===== config.mk =====
export PLATFORM = sky130hd
export DESIGN_NAME = lane_map_shifter
export DESIGN_NICKNAME = d
export VERILOG_FILES = /design/src/rtl/lane_pkg.sv /design/src/rtl/lane_rotate.sv /design/src/rtl/lane_map_shifter.sv
export SDC_FILE = /design/constraint.sdc
export NUM_CORES = 2
export LEC_CHECK = 0
export CAP_MARGIN = 40
export CORE_AREA = 3 3 414 416
export DETAILED_ROUTE_END_ITERATION = 8
export DIE_AREA = 0 0 417 419
export SLEW_MARGIN = 40
export SYNTH_ARGS = -nofsm -noshare
export SYNTH_HDL_FRONTEND = slang
export SYNTH_SLANG_ARGS = --single-unit

===== constraint.sdc =====
create_clock -name clk -period 19.7 [get_ports clk]
set_input_delay 2.955 -clock clk [delete_from_list [all_inputs] [get_ports clk]]
set_output_delay 2.955 -clock clk [all_outputs]
set_load 0.01 [all_outputs]

===== src/rtl/lane_pkg.sv =====
// lane_pkg: shared mode enumeration and default lane constant for lane_map_shifter.
package lane_pkg;
  typedef enum logic [1:0] {MODE_CONST, MODE_PASS, MODE_ROTATE, MODE_COUNT} mode_e;
  localparam logic [127:0] CONST_LANE_DEFAULT = 128'h1234567890abcdef1234567890abcdef;
endpackage


===== src/rtl/lane_rotate.sv =====
// lane_rotate: combinational lane rotate; output lane i takes input lane (i + shift) mod LANES.
module lane_rotate #(
  parameter int LANE_W = 128,
  parameter int LANES = 4
) (
  input  logic [LANE_W*LANES-1:0]   data,
  input  logic [$clog2(LANES)-1:0]  shift,
  output logic [LANE_W*LANES-1:0]   rotated
);
  localparam int W = LANE_W * LANES;
  assign rotated = W'({data, data} >> (32'(shift) * LANE_W));
endmodule


===== src/rtl/lane_map_shifter.sv =====
// lane_map_shifter: one-deep registered stage that maps each accepted beat per cfg_mode.
module lane_map_shifter
  import lane_pkg::*;
#(
  parameter int DATA_W = 512,
  parameter int LANES = 4,
  parameter logic [DATA_W/LANES-1:0] CONST_LANE = (DATA_W/LANES)'(CONST_LANE_DEFAULT)
) (
  input  logic                      clk,
  input  logic                      rst,
  input  logic [1:0]                cfg_mode,
  input  logic [$clog2(LANES)-1:0]  cfg_shift,
  input  logic                      in_valid,
  output logic                      in_ready,
  input  logic [DATA_W-1:0]         in_data,
  output logic                      out_valid,
  input  logic                      out_ready,
  output logic [DATA_W-1:0]         out_data,
  output logic [31:0]               beat_count
);
  localparam int LANE_W = DATA_W / LANES;
  if (DATA_W % LANES != 0 || LANES < 2 || (LANES & (LANES - 1)) != 0) begin : g_bad_params
    $fatal(1, "lane_map_shifter: DATA_W must split into a power-of-two LANES >= 2");
  end
  mode_e mode;
  logic accept;
  logic [DATA_W-1:0] const_data, count_data, rot_data, next_data;
  assign mode = mode_e'(cfg_mode);
  assign in_ready = !rst && (!out_valid || out_ready);
  assign accept = in_valid && in_ready;
  assign const_data = {LANES{CONST_LANE}};
  for (genvar i = 0; i < LANES; i++) begin : g_count
    assign count_data[i*LANE_W +: LANE_W] = LANE_W'({beat_count, 8'h00} | 40'(i));
  end
  lane_rotate #(.LANE_W(LANE_W), .LANES(LANES)) u_rotate (
    .data    (in_data),
    .shift   (cfg_shift),
    .rotated (rot_data)
  );
  always_comb
    next_data = mode == MODE_CONST  ? const_data :
                mode == MODE_PASS   ? in_data    :
                mode == MODE_ROTATE ? rot_data   : count_data;
  always_ff @(posedge clk or posedge rst) begin
    if (rst) begin
      out_valid  <= 1'b0;
      out_data   <= '0;
      beat_count <= '0;
    end else if (accept) begin
      out_valid  <= 1'b1;
      out_data   <= next_data;
      beat_count <= beat_count + 32'd1;
    end else if (out_ready) begin
      out_valid  <= 1'b0;
    end
  end
endmodule


* Word-level counts from Yosys, hierarchy flattened
Cells that the tools add are included.
Storage, ports and cells: register bits after elaboration 545, latch bits 0, bits in writable memories 0, memory bits (read-only) 0, bits of input ports 520, output and inout bits 546, logic and storage cells 19, memories kept 0
Cells by class: add/sub/neg operators 1, multipliers 0, divide/modulo/power cells 0, magnitude comparators 0, eq/ne operators 2, shift-type cells 1, mux-type cells 5, bitwise gates (word level) 0, reductions and logical operators 7
Operators with widths (number):
- 512-bit two-way mux | 3
- 1024-bit by 9-bit right shift with 512-bit output | 1
- 32-bit by 1-bit adder with 32-bit output (second input constant) | 1
- 2-bit by 1-bit == test with 1-bit output (second input constant) | 1
- 2-bit == test (second input constant) | 1
- 1-bit logical AND | 2
- 1-bit zero test | 2
- 2-bit zero test | 1
- 1-bit two-way mux | 2
- 2-bit nonzero test | 1
- 1-bit logical OR | 1

* Logic depth before layout (Yosys ltp)
depth after elaboration 5, depth in mapped cells 9, mapped depth without buffers 4

* Cells and area by module
Synthesis repeated with hierarchy kept, for this count alone.
Unflattened totals: cells, all modules 3685, area, all modules 38655.8 um^2
By module, submodules not included:
- lane_map_shifter | instances 1, cells each 3059, area an instance 26136.3 um^2, seq. area each 13638.1 um^2
- lane_rotate | instances 1, cells each 626, area an instance 12519.5 um^2, seq. area each 0.0 um^2

* Worst setup path after synthesis
OpenSTA, ideal clock, no wires.
kind input to output, from in rst, to out in_ready, arrival time 15.237 ns, required time 16.745 ns, setup slack 1.508 ns, stages 2, path buffers 0, cells stage by stage inv_1 > and2_1
Between the ends: word-level cells in the longest chain between the ends 2
RTL lines:
- start: declaration | line lane_map_shifter.sv:10 | input logic rst,
- 1-bit zero test (no line)
- 1-bit logical AND | line lane_map_shifter.sv:29 | assign in_ready = !rst && (!out_valid || out_ready);
- end: declaration | line lane_map_shifter.sv:14 | output logic in_ready,
Every way passes these cells.

* Worst setup path after layout
Ends and elaborated chain as after synthesis.

==> qor.yml <==
slew_viol_final: 0
dieWidth_um: 417
clock.fmax_mhz: 128
synth_adder_area_share_pct: 0.0325
clock-root-buffer: "clkbuf_16"
clkLatencyLatePin_ns: 0.70
async_flop_share_pct: 100
synth_compound_area_share_pct: 16.1
cts_setup_buffers: 0
die_area_mm2: 0.175
endpoint_kind: "primary output"
cp_max_fo: 78
hold_viol: 0
holdWs_ns: 0.476
yosys.area_share.simple_pct: 9.06
synth_edf_count: 0
worstPathRequired_ns: 16.75
ys_seq_elements: 545
fin_nets: 4966
vias: 35800
gp_congestion: 0.912
cts_buffers: 77
worst_slew_pin_slew_ns: 0.929
synth_top_family_by_area: "multiplexers"
outcome: "finished clean"
syn_nets: 4141
grt_start_max_net_pins: 153
peakVddDrop_mv: 0.0606
hold_buffers: 0
ctsResizeCount: 0
relSlewSlack_pct: 37.4
leakage_nw: 20.5
ys.flop_type: "dfrtp_1"
grt_pass1_vias: 34100
grt_usage_pct: 19.3
grt_setup_unrepaired: "false"
wl_per_cell_um: 25.9
synth_xor_area_share_pct: 0.706
coreArea_mm2: 0.168
antenna_found_initial: 46
grt_pass1_wl_um: 250000
io_buffers: 1065
synth-seq-area-share_pct: 35.5
via_per_inst: 5.32
cts_htree_levels: 3
dpl.hpwl_um: 128000
timing.final.crit_share_pct: 39.5
cts_tree: "yes"
syn_to_final_growth_pct: 38.7
p_per_area_mw_per_mm2: 81.2
drv_cap: 0
wirelength_um: 175000
clkTransAtPathRegs_ns: 0.05
drtIter0Drc: 3512
setup_viol: 0
arrival_ns: 4.83
syn_area_mm2: 0.0385
path_common_cell: "clkdlybuf4s50_1"
setup_tns_ns: 0
drcViolationCount: 0
ant_nets: 0
initial_core_util_pct: 22.9
ios: 1066
globalRouteOverflowTotal: 0
layout_min_cycle_time_ns: 7.78
start_kind: "primary input"
die_h_um: 419
syn_inst: 3620
yosys.cell_types.count: 39
num_rows: 150
clockBufferDepth: 3
setup.worst_path.class: "primary input to primary output"
worst-path-buf-inv: 3
drt_first_pass_iters: 6
syn_area_per_cell_um2: 10.6
min_path_type: "register to register"
cp_top_family: "buffers and inverters"
critPathMaxStageDelay_ns: 0.61
yosys_warnings: 0
final_layout_size_suffix_gt1_share_pct: 17.4
cp_slowest_cell: "clkdlybuf4s50_1"
clock_sinks: 545
synthMuxAreaShare_pct: 31.9
fin_worst_skew_ns: 0.0179
path_cells: "clkdlybuf4s50_1 -> inv_8 -> and2_1 -> clkdlybuf4s50_1"
## logic make-up after synthesis
logic type | count (synthesis)
XOR/XNOR | 31
AO/OA/AOI/OAI | 1022
AND/OR/NAND/NOR | 873
flip-flops | 545
adder cells (fa/ha/maj) | 1
multiplexers | 576
buffers and inverters | 572
## worst paths after layout
check	startpoint	to	slack [ns]	depth (start not counted)
max	rst	in_ready	11.92	4
min	out_data[261]	out_data[261]	0.48	2
max reg2reg	out_valid	out_data[257]	15.41	7
min reg2reg	out_data[261]	out_data[261]	0.48	2
max in group asynchronous	rst	out_data[487]	14.80	5
min in group asynchronous	rst	out_data[409]	2.78	2
## cell usage in the layout (no fill, tap or decap), types with 64 or more instances in the layout
| cell type | synthesis | layout |
|---|---|---|
| dfrtp_1 | 545 | 545 |
| clkdlybuf4s50_1 | 0 | 1061 |
| o21ai_0 | 530 | 530 |
| clkbuf_16 | 0 | 79 |
| inv_1 | 192 | 191 |
| mux2_2 | 64 | 64 |
| nor2_1 | 517 | 517 |
| a21oi_1 | 128 | 128 |
| nand2_1 | 299 | 298 |
| a22oi_1 | 64 | 64 |
| mux4_2 | 512 | 512 |
| o31ai_1 | 64 | 64 |
| a221oi_1 | 188 | 185 |
## worst reg2reg max path: stages, from the launching register on
cell and delay [ns]:
dfrtp_1 0.34, nand2b_1 0.28, nand2_4 0.53, buf_4 0.62
buf_4 0.61, buf_4 0.73, buf_4 0.72, o21ai_0 0.30
## state kept, by name, summed over array words and instances, names as in the netlist
name and flops:
beat_count 32, out_data 512, out_valid 1
## through the flow
step | utilization [%] | total power [mW] | instance area [µm²] | cells | setup WS (ns)
2_1_floorplan | - | 2.07 | 38500 | 3620 | 1.50
3_3_place_gp | 30.1 | 2.89 | 50500 | 6563 | 11.85
3_5_place_dp | 30.2 | 2.90 | 50600 | 6565 | 11.88
4_1_cts | 31.7 | 4.39 | 53200 | 6699 | 11.87
5_1_grt | 31.8 | 4.54 | 53300 | 6730 | 11.82
6_report | 31.8 | 4.33 | 53400 | 6734 | 11.92
## final cells by class
cell class | instances | area [µm²]
diodes | 30 | 75.1
clock buffers | 108 | 2220
clock inverters | 26 | 334
fillers | 16900 | 114000
inverters | 193 | 737
multi-input cells | 2503 | 22200
flip-flops and latches | 545 | 13600
well taps | 2204 | 2760
repair buffers | 1125 | 11300
## power breakdown
| group | switching [mW] | leakage (nW) | total, mW | internal [mW] |
|---|---|---|---|---|
| clock | 0.577 | 1.25 | 1.45 | 0.873 |
| sequential | 0.150 | 6.58 | 1.47 | 1.32 |
| combinational | 0.699 | 12.7 | 1.42 | 0.719 |
| total | 1.43 | 20.5 | 4.33 | 2.91 |
## cells in the mapped netlist (2+ instances only)
cell	count	area (µm²)
dfrtp_1	545	13600
o21ai_0	530	2650
nor2_1	517	1940
mux4_2	512	11500
nand2_1	299	1120
inv_1	192	721
clkbuf_1	189	709
a221oi_1	188	1650
a21oi_1	128	641
buf_2	114	571
a22oi_1	64	480
mux2_2	64	721
o31ai_1	64	480
buf_4	42	315
o21ai_1	40	200
buf_6	22	248
xor2_1	22	193
nand3_1	11	55.1
buf_1	10	37.5
nor3_1	9	45.0
xnor2_1	9	78.8
nand4_1	8	50.1
nor4_2	6	75.1
and2_1	5	31.3
a221oi_2	4	60.1
nor4_1	4	25.0
o22ai_1	4	25.0
and3_1	3	18.8
clkbuf_2	2	10.0
nand2b_1	2	12.5
nand4_4	2	42.5
nor2b_1	2	12.5
## routing by layer
layer	vias to the layer above	global-route usage, %	part of all wire, %
met4	10	9.98	5.8
met5	-	0	0.037
met2	1739	31.4	49
met3	353	4.56	7.1
li1	15300	-	-
met1	18400	23.8	39
Power figures use the tool's default switching activity.
